### src/rtl/imem_loader_pkg.sv
// imem_loader_pkg
//   Shared definitions for the serial instruction-memory loader:
//   - width constants for bytes, instruction words and the frame length field
//   - default instruction-memory depth
//   - loader FSM state encoding
package imem_loader_pkg;

  localparam int BYTE_W              = 8;
  localparam int WORD_W              = 32;
  localparam int LEN_W               = 16;
  localparam int DEFAULT_DEPTH_WORDS = 64;

  typedef enum logic [2:0] {
    ST_IDLE   = 3'd0,
    ST_LEN_LO = 3'd1,
    ST_LEN_HI = 3'd2,
    ST_DATA   = 3'd3,
    ST_WRITE  = 3'd4,
    ST_DONE   = 3'd5,
    ST_ERR    = 3'd6
  } state_t;

endpackage

### src/rtl/imem_loader_byte_packer.sv
// byte_packer
//   Assembles four serial bytes into one little-endian 32-bit word.
//   Ports:
//     clk          - clock
//     reset        - synchronous active-high reset
//     i_clear      - restart assembly (new load)
//     i_byte_en    - accept i_byte this cycle
//     i_byte       - incoming byte
//     o_word       - assembled word register
//     o_word_ready - high on the cycle the fourth byte of a word is accepted
module byte_packer
  import imem_loader_pkg::*;
(
  input  logic              clk,
  input  logic              reset,
  input  logic              i_clear,
  input  logic              i_byte_en,
  input  logic [BYTE_W-1:0] i_byte,
  output logic [WORD_W-1:0] o_word,
  output logic              o_word_ready
);

  logic [1:0]        r_cnt;
  logic [WORD_W-1:0] r_word;

  // Shifting in from the top leaves the first byte in [7:0] after four bytes.
  always_ff @(posedge clk) begin
    if (reset) begin
      r_cnt  <= '0;
      r_word <= '0;
    end else if (i_clear) begin
      r_cnt  <= '0;
      r_word <= '0;
    end else if (i_byte_en) begin
      r_cnt  <= r_cnt + 2'd1;
      r_word <= {i_byte, r_word[WORD_W-1:BYTE_W]};
    end
  end

  assign o_word       = r_word;
  assign o_word_ready = i_byte_en && (r_cnt == 2'd3);

endmodule

### src/rtl/imem_loader.sv
// imem_loader
//   Receives a length-prefixed byte stream and writes it into instruction
//   memory, holding the CPU in reset until a load completes.
//   Frame: 16-bit little-endian word count N, then N*4 little-endian bytes.
//   Ports:
//     clk, reset               - clock, synchronous active-high reset
//     start                    - begin a load (honoured in IDLE/DONE/ERR)
//     byte_in/valid/ready      - serial byte stream handshake
//     imem_we/addr/wdata       - one-cycle instruction-memory write
//     cpu_reset                - low only after a successful load
//     busy, done, error        - loader status
module imem_loader
  import imem_loader_pkg::*;
#(
  parameter int          DEPTH_WORDS = DEFAULT_DEPTH_WORDS,
  parameter logic [31:0] BASE_ADDR   = 32'h0000_0000
) (
  input  logic              clk,
  input  logic              reset,
  input  logic              start,
  input  logic [BYTE_W-1:0] byte_in,
  input  logic              byte_valid,
  output logic              byte_ready,
  output logic              imem_we,
  output logic [WORD_W-1:0] imem_addr,
  output logic [WORD_W-1:0] imem_wdata,
  output logic              cpu_reset,
  output logic              busy,
  output logic              done,
  output logic              error
);

  state_t             r_state;
  state_t             w_state_next;
  logic [LEN_W-1:0]   r_idx;
  logic [LEN_W-1:0]   r_len;
  logic [BYTE_W-1:0]  r_len_lo;

  logic               w_hs;
  logic               w_start_ok;
  logic [LEN_W-1:0]   w_len_word;
  logic               w_len_bad;
  logic               w_word_ready;
  logic [WORD_W-1:0]  w_word;

  assign w_hs       = byte_valid && byte_ready;
  assign w_start_ok = start && ((r_state == ST_IDLE) || (r_state == ST_DONE) ||
                                (r_state == ST_ERR));
  assign w_len_word = {byte_in, r_len_lo};
  assign w_len_bad  = (w_len_word == '0) ||
                      ({{(32-LEN_W){1'b0}}, w_len_word} > 32'(DEPTH_WORDS));

  byte_packer u_packer (
    .clk          (clk),
    .reset        (reset),
    .i_clear      (w_start_ok),
    .i_byte_en    (w_hs && (r_state == ST_DATA)),
    .i_byte       (byte_in),
    .o_word       (w_word),
    .o_word_ready (w_word_ready)
  );

  always_ff @(posedge clk) begin
    if (reset) begin
      r_state  <= ST_IDLE;
      r_idx    <= '0;
      r_len    <= '0;
      r_len_lo <= '0;
    end else begin
      r_state <= w_state_next;
      if (w_start_ok) begin
        r_idx <= '0;
      end
      if (w_hs && (r_state == ST_LEN_LO)) begin
        r_len_lo <= byte_in;
      end
      if (w_hs && (r_state == ST_LEN_HI)) begin
        r_len <= w_len_word;
      end
      if (r_state == ST_WRITE) begin
        r_idx <= r_idx + 1'b1;
      end
    end
  end

  always_comb begin
    w_state_next = r_state;
    case (r_state)
      ST_IDLE, ST_DONE, ST_ERR: begin
        if (start) w_state_next = ST_LEN_LO;
      end
      ST_LEN_LO: begin
        if (w_hs) w_state_next = ST_LEN_HI;
      end
      ST_LEN_HI: begin
        if (w_hs) w_state_next = w_len_bad ? ST_ERR : ST_DATA;
      end
      ST_DATA: begin
        if (w_word_ready) w_state_next = ST_WRITE;
      end
      ST_WRITE: begin
        w_state_next = ((r_idx + 1'b1) == r_len) ? ST_DONE : ST_DATA;
      end
      default: w_state_next = ST_IDLE;
    endcase
  end

  assign byte_ready = (r_state == ST_LEN_LO) || (r_state == ST_LEN_HI) ||
                      (r_state == ST_DATA);
  assign imem_we    = (r_state == ST_WRITE);
  assign imem_addr  = BASE_ADDR + {{(WORD_W-LEN_W-2){1'b0}}, r_idx, 2'b00};
  assign imem_wdata = w_word;
  assign cpu_reset  = (r_state != ST_DONE);
  assign busy       = byte_ready || (r_state == ST_WRITE);
  assign done       = (r_state == ST_DONE);
  assign error      = (r_state == ST_ERR);

endmodule

### config.mk
export PLATFORM = sky130hd
export DESIGN_NAME = imem_loader
export DESIGN_NICKNAME = d
export VERILOG_FILES = /design/src/rtl/imem_loader_pkg.sv /design/src/rtl/imem_loader_byte_packer.sv /design/src/rtl/imem_loader.sv
export SDC_FILE = /design/constraint.sdc
export NUM_CORES = 1
export LEC_CHECK = 0
export CORE_MARGIN = 2
export CORE_UTILIZATION = 40
export DETAILED_ROUTE_END_ITERATION = 7
export PLACE_DENSITY_LB_ADDON = 0.1
export SLEW_MARGIN = 30
export SYNTH_ARGS = -nofsm -noshare
export SYNTH_HDL_FRONTEND = slang
export SYNTH_HIERARCHICAL = 1
export SYNTH_SLANG_ARGS = --single-unit
### constraint.sdc
create_clock -name clk -period 2.2 [get_ports clk]
set_input_delay 0.66 -clock clk [delete_from_list [all_inputs] [get_ports clk]]
set_output_delay 0.66 -clock clk [all_outputs]
set_load 0.005 [all_outputs]
==> results of run 1 <==
[metrics by stage]
step | setup slack, ns | hold slack, ns | util, %
CTS | 0.0004305 | 0.4744 | 54.58
floorplan | 0.009864 | 0.4395 | -
detailed placement | -0.4134 | 0.4638 | 51.63
finish | 0.07553 | 0.4766 | 55.22
global placement | -0.3608 | 0.4596 | 51.63
global route | 0.007620 | 0.4920 | 55.22
[cells in the mapped netlist, types with 3 or more instances]
| cell | count | share of area [%] |
|---|---|---|
| dfxtp_1 | 77 | 40 |
| nor2_1 | 55 | 5.3 |
| xor2_1 | 6 | 1.4 |
| nand2_1 | 63 | 6.1 |
| inv_1 | 4 | 0.39 |
| buf_2 | 7 | 0.91 |
| o21ai_0 | 18 | 2.3 |
| mux2i_1 | 33 | 8.6 |
| buf_4 | 19 | 3.7 |
| a22oi_1 | 3 | 0.58 |
| nor3_1 | 3 | 0.39 |
| buf_8 | 3 | 1.2 |
| and3_1 | 3 | 0.49 |
| nand2b_1 | 3 | 0.49 |
| buf_6 | 5 | 1.5 |
| nor2b_1 | 7 | 1.1 |
| or4_1 | 4 | 0.78 |
| clkbuf_1 | 12 | 1.2 |
| and2_1 | 8 | 1.3 |
| nand4_1 | 7 | 1.1 |
| and4_1 | 3 | 0.68 |
| nand3b_1 | 4 | 0.78 |
| a31oi_1 | 7 | 1.1 |
| or3_1 | 8 | 1.3 |
| nand3_1 | 7 | 0.91 |
| a21oi_1 | 46 | 6.0 |
| xnor2_1 | 15 | 3.4 |
[layer usage]
layer / vias up / GRT usage [%] / part of all wire [%] / routed length, um
met3: 8 / 3.694 / 4.2 / 403
met5: - / 0 / 0 / 0
li1: 1734 / - / - / -
met4: 0 / 4.821 / 0.85 / 82
met1: 1623 / 25.99 / 47 / 4582
met2: 83 / 32.69 / 47 / 4581
[logic make-up (layout without fill, tap and decap cells)]
kind of cell / count (synthesis) / count (layout)
AND/OR/NAND/NOR: 187 / 187
AO/OA/AOI/OAI: 88 / 88
flip-flops: 77 / 77
buffers and inverters: 52 / 133
multiplexers: 33 / 33
XOR/XNOR: 22 / 22
adder cells (fa/ha/maj): 2 / 2
other: 1 / 16
[sequential cells by signal, indices dropped and copies added, names as in the netlist]
signal / flops
r_len_lo: 8
u_packer/o_word: 32
r_idx: 16
r_state: 3
u_packer/r_cnt: 2
r_len: 16
[layout by cell type (no fill, tap or decap), types with 3 or more instances in the layout]
cell type	Yosys	final
clkdlybuf4s50_1	0	57
inv_1	4	4
dfxtp_2	0	3
nand2b_1	3	3
dfxtp_1	77	73
nor2_1	55	54
and2_1	8	7
clkbuf_8	0	11
nor2b_1	7	4
o21ai_0	18	16
or3_1	8	8
a21oi_1	46	46
nor2b_4	0	3
nand2_1	63	62
buf_4	19	42
xnor2_1	15	14
buf_12	0	4
nand3_1	7	7
dlymetal6s2s_1	0	7
mux2i_1	33	33
nand3b_1	4	4
or4_1	4	3
conb_1	1	16
a31oi_1	7	7
xor2_1	6	6
inv_6	0	3
nand4_1	7	7
[worst max-delay path, cell delays in order (launching register included)]
cell and delay (ns):
dfxtp_4 0.38, nor2b_4 0.14, and2_1 0.12, clkdlybuf4s50_1 0.49
[where the power goes]
| part | total [mW] | internal, mW | switching [mW] |
|---|---|---|---|
| Clock | 1.16 | 0.601 | 0.558 |
| Combinational | 0.967 | 0.453 | 0.514 |
| Sequential | 1.53 | 1.46 | 0.0709 |
| Total | 3.65 | 2.51 | 1.14 |
[layout make-up]
type	instances	share of cell area, %
repair buffers	112	20.94
well taps	129	3.149
clock buffers	11	2.953
clock inverters	5	1.269
flip-flops and latches	77	30.22
inverters	5	0.3661
multi-input cells	348	41.10
[repair_timing]
item | CTS | global route
gates cloned | 0 | 0
gates resized for setup | 14 | 19
pin swaps | 1 | 10
endpoints found under the setup margin | 8 | 7
setup buffers | 2 | 0
[how the worst max path moves through the flow]
stage / from / end / depth (start not counted)
6_report: r_state[1]$_SDFFE_PP0P_ / error / 3
5_1_grt: r_state[1]$_SDFFE_PP0P_ / error / 3
4_1_cts: byte_in[4] / r_state[2]$_SDFFE_PP0P_ / 7
3_5_place_dp: byte_in[4] / r_state[2]$_SDFFE_PP0P_ / 7
3_3_place_gp: byte_in[4] / r_state[2]$_SDFFE_PP0P_ / 7
2_1_floorplan: byte_valid / r_state[0]$_SDFFE_PP0P_ / 10
==> results.md, run 1 <==
- Worst-path clk slew: 0.08 ns
- Vias in the first global route: between 3000 and 4000
- Maxcap violations: 0
- Placed Area: ~0.0048 mm^2
- HP Start: r_len[0]$_SDFFE_PP0P_
- P_leak: 1.898 nW
- Setup Skew: ~0.0077 ns
- Final setup violation count: 0
- Cells after synthesis: 462
- Crit Path Class: reg2out
- FMAX: ~470 MHz
- Die height: approximately 100 um
- Type of origin of the critical path: flop
- Syn Area/Cell: approximately 8.4 um^2
- RSZ-0062 raised after global routing: false
- Die Area: 0.01046 mm^2
- Worst Path Max Fanout: 3
- DRT antenna net count: 0
- Slew Limit Fails: 0
- Power Density: around 710 mW/mm^2
- Share of cells above drive strength 1: 16.49%
- Yosys warnings: 6
- Largest family of logic cells by synthesized area: simple AND/OR/NAND/NOR gates
- Placed cells: 669
- Num Clock Sinks: 77
- R2R setup slack: about 0.11 ns
- Io pins: between 80 and 90
- CTS tree: yes
- Initial Util: ~42%
- Area grow syn2layout: 32.76%
- Post-layout net count: 567
- Outcome: complete, no violations
- Final hold violation count: 0
- Number of enable flip-flop cells after synthesis: 0
- Input/output buffers: 65
- Detailed Route WL: around 9600 um
- GRT overflow: 0
- Dominant synthesized flop cell: dfxtp_1
- Core area: approximately 0.0093 mm^2
- Largest net degree at the start of global routing: 43
- Post-DP HPWL: between 6000 and 7000 um
- Simple-gate share of the synthesized area: 23.49%
- Unique masters post-synth: 54
- Fin cells: just under 700
- Min cycle time layout: 2.124 ns
- Detailed Route Iter0 Violations: 119
- Setup TNS: 0 ns
- Detailed-route via count: about 3400
- FF+latch count, synth: between 70 and 80
- Sequential fraction of the synthesis area: 39.92%
- Final Cell Area: 0.005126 mm^2
- Die Span X: a little over 100 um
- GRT Overall Usage: between 10% and 20%
- Worst vdd ir: 0.3744 mV
- Post-synthesis mux area share: under 10%
- Skew-Pair Late Insertion Delay: 0.35 ns
- Root Driver: clkbuf_8
- Post-Syn Area: between 0.003 and 0.004 mm^2
- Crit path required time: ~1.5 ns
- Setup crit end kind: primary output
- First-pass GRT wire length: 16160 um
- # diodes: 0
- HP Class: reg2reg
- DR vias/cell: between 5 and 6
- Final Power: 3.654 mW
- Longest Clk Path Bufs: 2
- XOR/XNOR share of the synthesized area: 5.347%
- Tcrit/Tclk final: 96.57%
- Critical Path AT: about 1.5 ns
- Drt wl/cell: around 14 um
- DRC viols: 0
- H-tree depth: 3
- FF-to-FF End: r_state[2]$_SDFFE_PP0P_
- R2r worst-path depth: 7
- Compound-Gate Fraction of Synth Area: approximately an eighth
- Multi-input logic area: roughly 0.0021 mm^2
- Hold EP: r_len[0]$_SDFFE_PP0P_
- Fillers: between 800 and 900
- TritonCTS Buffers: 9
- Routability Congestion: 0.7950
- Reg2Reg Launch Point: r_idx[3]$_SDFFE_PP0P_
- Register area: 0.001549 mm^2
- Pre-Repair DR Iteration Count: 4
- Rows: 35
- Post-synth ARST share: 0%
- Synth Area in Adders: less than 1%
- Initial antenna violation count: 0
- Hold depth: 2
- Hold buffer count at cts: 0
Note: power is estimated with default switching activity, not from simulation.
==> run 2: changes to the inputs <==
CTS_BUF_LIST = sky130_fd_sc_hd__clkbuf_2   (was unset)
clock period = 2.6 ns   (was 2.2 ns; I/O delays follow)
==> run 2 against run 1 <==
First-iteration DRC count increased by 3.4%. Die area unchanged. Clock power decreased by 36%. Sequential power decreased by 14%. Worst setup slack improved by 0.011 ns. Combinational power decreased by 20%. Count of clock-buffer cells in the layout decreased by 2. Largest power group unchanged.
==> results.md, run 2 (synthesis gave the netlist of run 1 again) <==
- DR vias/cell: 4.966 (-1.1%)
- Rows: 35 (unchanged)
- Worst-margin pin slew: between 0.5 and 0.6 ns
- Largest net degree at the start of global routing: 41 (-4.7%)
- DRT antenna net count: 0 (unchanged)
- Hold buffer count at cts: 0 (unchanged)
- Final hold violation count: 0 (unchanged)
- Detailed Route Iter0 Violations: 123 (+3.4%)
- Commonest non-fill, non-tap cell in the layout: dfxtp_1
- Setup crit end kind: primary output
- First-pass GRT wire length: 15280 um (-5.4%)
- Max reg flops: 32 (unchanged)
- Critical path cell sequence: nor2b_4 -> and2_1 -> clkdlybuf4s50_1
- P_leak: 1.713 nW (-9.8%)
- Slew Limit Fails: 0 (unchanged)
- Routability Congestion: 0.8390 (+5.5%)
- Tcrit/Tclk final: 96.68%
- Share of cells above drive strength 1: 11.69% (-4.8 points)
- Core area: 0.009284 mm^2 (unchanged)
- Final Power: 2.819 mW (-23%)
- Worst Path Max Fanout: 4 (+1)
- Vias in the first global route: 3062 (-9.3%)
- Final Cell Area: 0.004806 mm^2 (-6.2%)
- Post-layout net count: 548 (-3.4%)
- Crit Path Class: reg2out
- Slowest cell delay on critical path: 0.49 ns (about the same)
- Die height: 102.3 um (unchanged)
- Hold depth: 2 (unchanged)
- Longest Clk Path Bufs: 2 (unchanged)
- Critical Path AT: 1.73 ns (+0.27 ns)
- H-tree depth: 3 (unchanged)
- Critical Path Stages: 3 (unchanged)
- Skew-Pair Late Insertion Delay: 0.53 ns (+0.18 ns)
- Area grow syn2layout: 24.47%
- GRT overflow: 0 (unchanged)
- Min cycle time layout: between 2 and 3 ns
- Root Driver: clkbuf_2
- Detailed Route WL: 9172 um (-4.9%)
- Die Area: 0.01046 mm^2 (unchanged)
- Input/output buffers: 65 (unchanged)
- Hold WS: 0.4886 ns (+0.01194 ns)
- Placed Area: 0.004581 mm^2 (-4.4%)
- Initial Util: 41.59% (unchanged)
- DRC viols: 0 (unchanged)
- Setup Skew: 0.02207 ns (+0.01434 ns)
- Io pins: 82 (unchanged)
- Final setup violation count: 0 (unchanged)
- Die Span X: 102.3 um (unchanged)
- CTS tree: yes
- GRT Overall Usage: 18.42% (-1.1 points)
- Outcome: complete, no violations
- Drt wl/cell: 13.73 um (-2.2%)
- Detailed-route via count: 3317 (-3.8%)
- Power Density: 586.5 mW/mm^2 (-18%)
- R2r worst-path depth: 8 (+1)
- Slowest library cell on the worst path: clkdlybuf4s50_1
- Worst-path clk slew: 0.24 ns (+0.16 ns)
- TritonCTS Buffers: 9 (unchanged)
- Headroom to the max-slew limit: around 62%
- RSZ-0062 raised after global routing: false
- CP bufs+invs: 1 (unchanged)
- FMAX: between 300 and 400 MHz
- Family with the most delay on the worst path: buffers and inverters
- Final Util: 51.77% (-3.5 points)
- Worst vdd ir: 0.2483 mV (-34%)
- HP Class: reg2reg
- Maxcap violations: 0 (unchanged)
- Type of origin of the critical path: flop
- Num Clock Sinks: 77 (unchanged)
- Initial antenna violation count: 0 (unchanged)
- Most frequent cells in the layout: dfxtp_1, clkdlybuf4s50_1, nand2_1
- # diodes: 0 (unchanged)
- Pre-Repair DR Iteration Count: 4 (unchanged)
- Post-DP HPWL: 6535 um (-5.1%)
- Crit path required time: 1.82 ns (+0.28 ns)
run 2: cell count changes in the layout (fill, tap and decap cells not counted), moves of 2 or more:
cell             change
o21ai_0              +2
clkbuf_8            -11
dlymetal6s2s_1       -5
buf_4               -15
clkdlybuf4s50_1      +6
inv_8                +3
dfxtp_4              +2
dfxtp_2              -3
clkbuf_2             +9
buf_12               -3
run 2: final timing paths:
path	start	to	slack, ns
worst max-delay path	r_state[1]$_SDFFE_PP0P_	error	0.09
worst min-delay path	r_len[12]$_SDFFE_PP0P_	r_len[12]$_SDFFE_PP0P_	0.49
worst max register to register	r_idx[1]$_SDFFE_PP0P_	r_state[1]$_SDFFE_PP0P_	0.27
worst min register to register	r_len[12]$_SDFFE_PP0P_	r_len[12]$_SDFFE_PP0P_	0.49
run 2: area by class of cell:
class                      count  area, um^2
timing repair buffer          93       878.3
tap                          129       161.4
multi-input combinational    348        2061
inverter                       5       18.77
clock inverter                 7       88.84
sequential                    77        1553
clock buffer                   9       45.04
fill                         907        4478
run 2: worst register-to-register path, stage by stage, from the launching register on:
cell	delay, ns
dfxtp_1	0.45
ha_1	0.31
and4_2	0.30
nand4_1	0.15
xnor2_1	0.26
nand4_1	0.12
nor4_1	0.34
buf_4	0.19
a41oi_1	0.10
run 2: what timing repair did:
action	in CTS	in global routing
buffers inserted	3	3
pin swaps	0	1
endpoints found under the setup margin	6	4
resized for setup	11	5
run 2: power breakdown:
group,internal (mW),leakage [nW],switching [mW]
clock,0.250,0.0789,0.488
combinational,0.356,1.01,0.420
sequential,1.24,0.623,0.0634
total,1.85,1.71,0.971
run 2: routing by layer:
layer / share of wire, % / track usage [%] / up-vias / wire [um]
li1: - / - / 1704 / -
met1: 49 / 25.67 / 1540 / 4472
met2: 47 / 29.00 / 61 / 4266
met3: 3.7 / 3.078 / 12 / 336
met4: 1.1 / 6.256 / 0 / 97
met5: 0 / 0 / - / 0
run 2: metrics by stage:
| step | instances | worst slack, ns | TNS [ns] |
|---|---|---|---|
| after floorplan | 477 | 0.2047 | 0 |
| after global placement | 646 | -0.01669 | -0.07236 |
| after detailed placement | 646 | -0.1035 | -0.8338 |
| after CTS | 665 | -0.01752 | -0.03167 |
| after global routing | 668 | 0.005336 | 0 |
| final | 668 | 0.08644 | 0 |
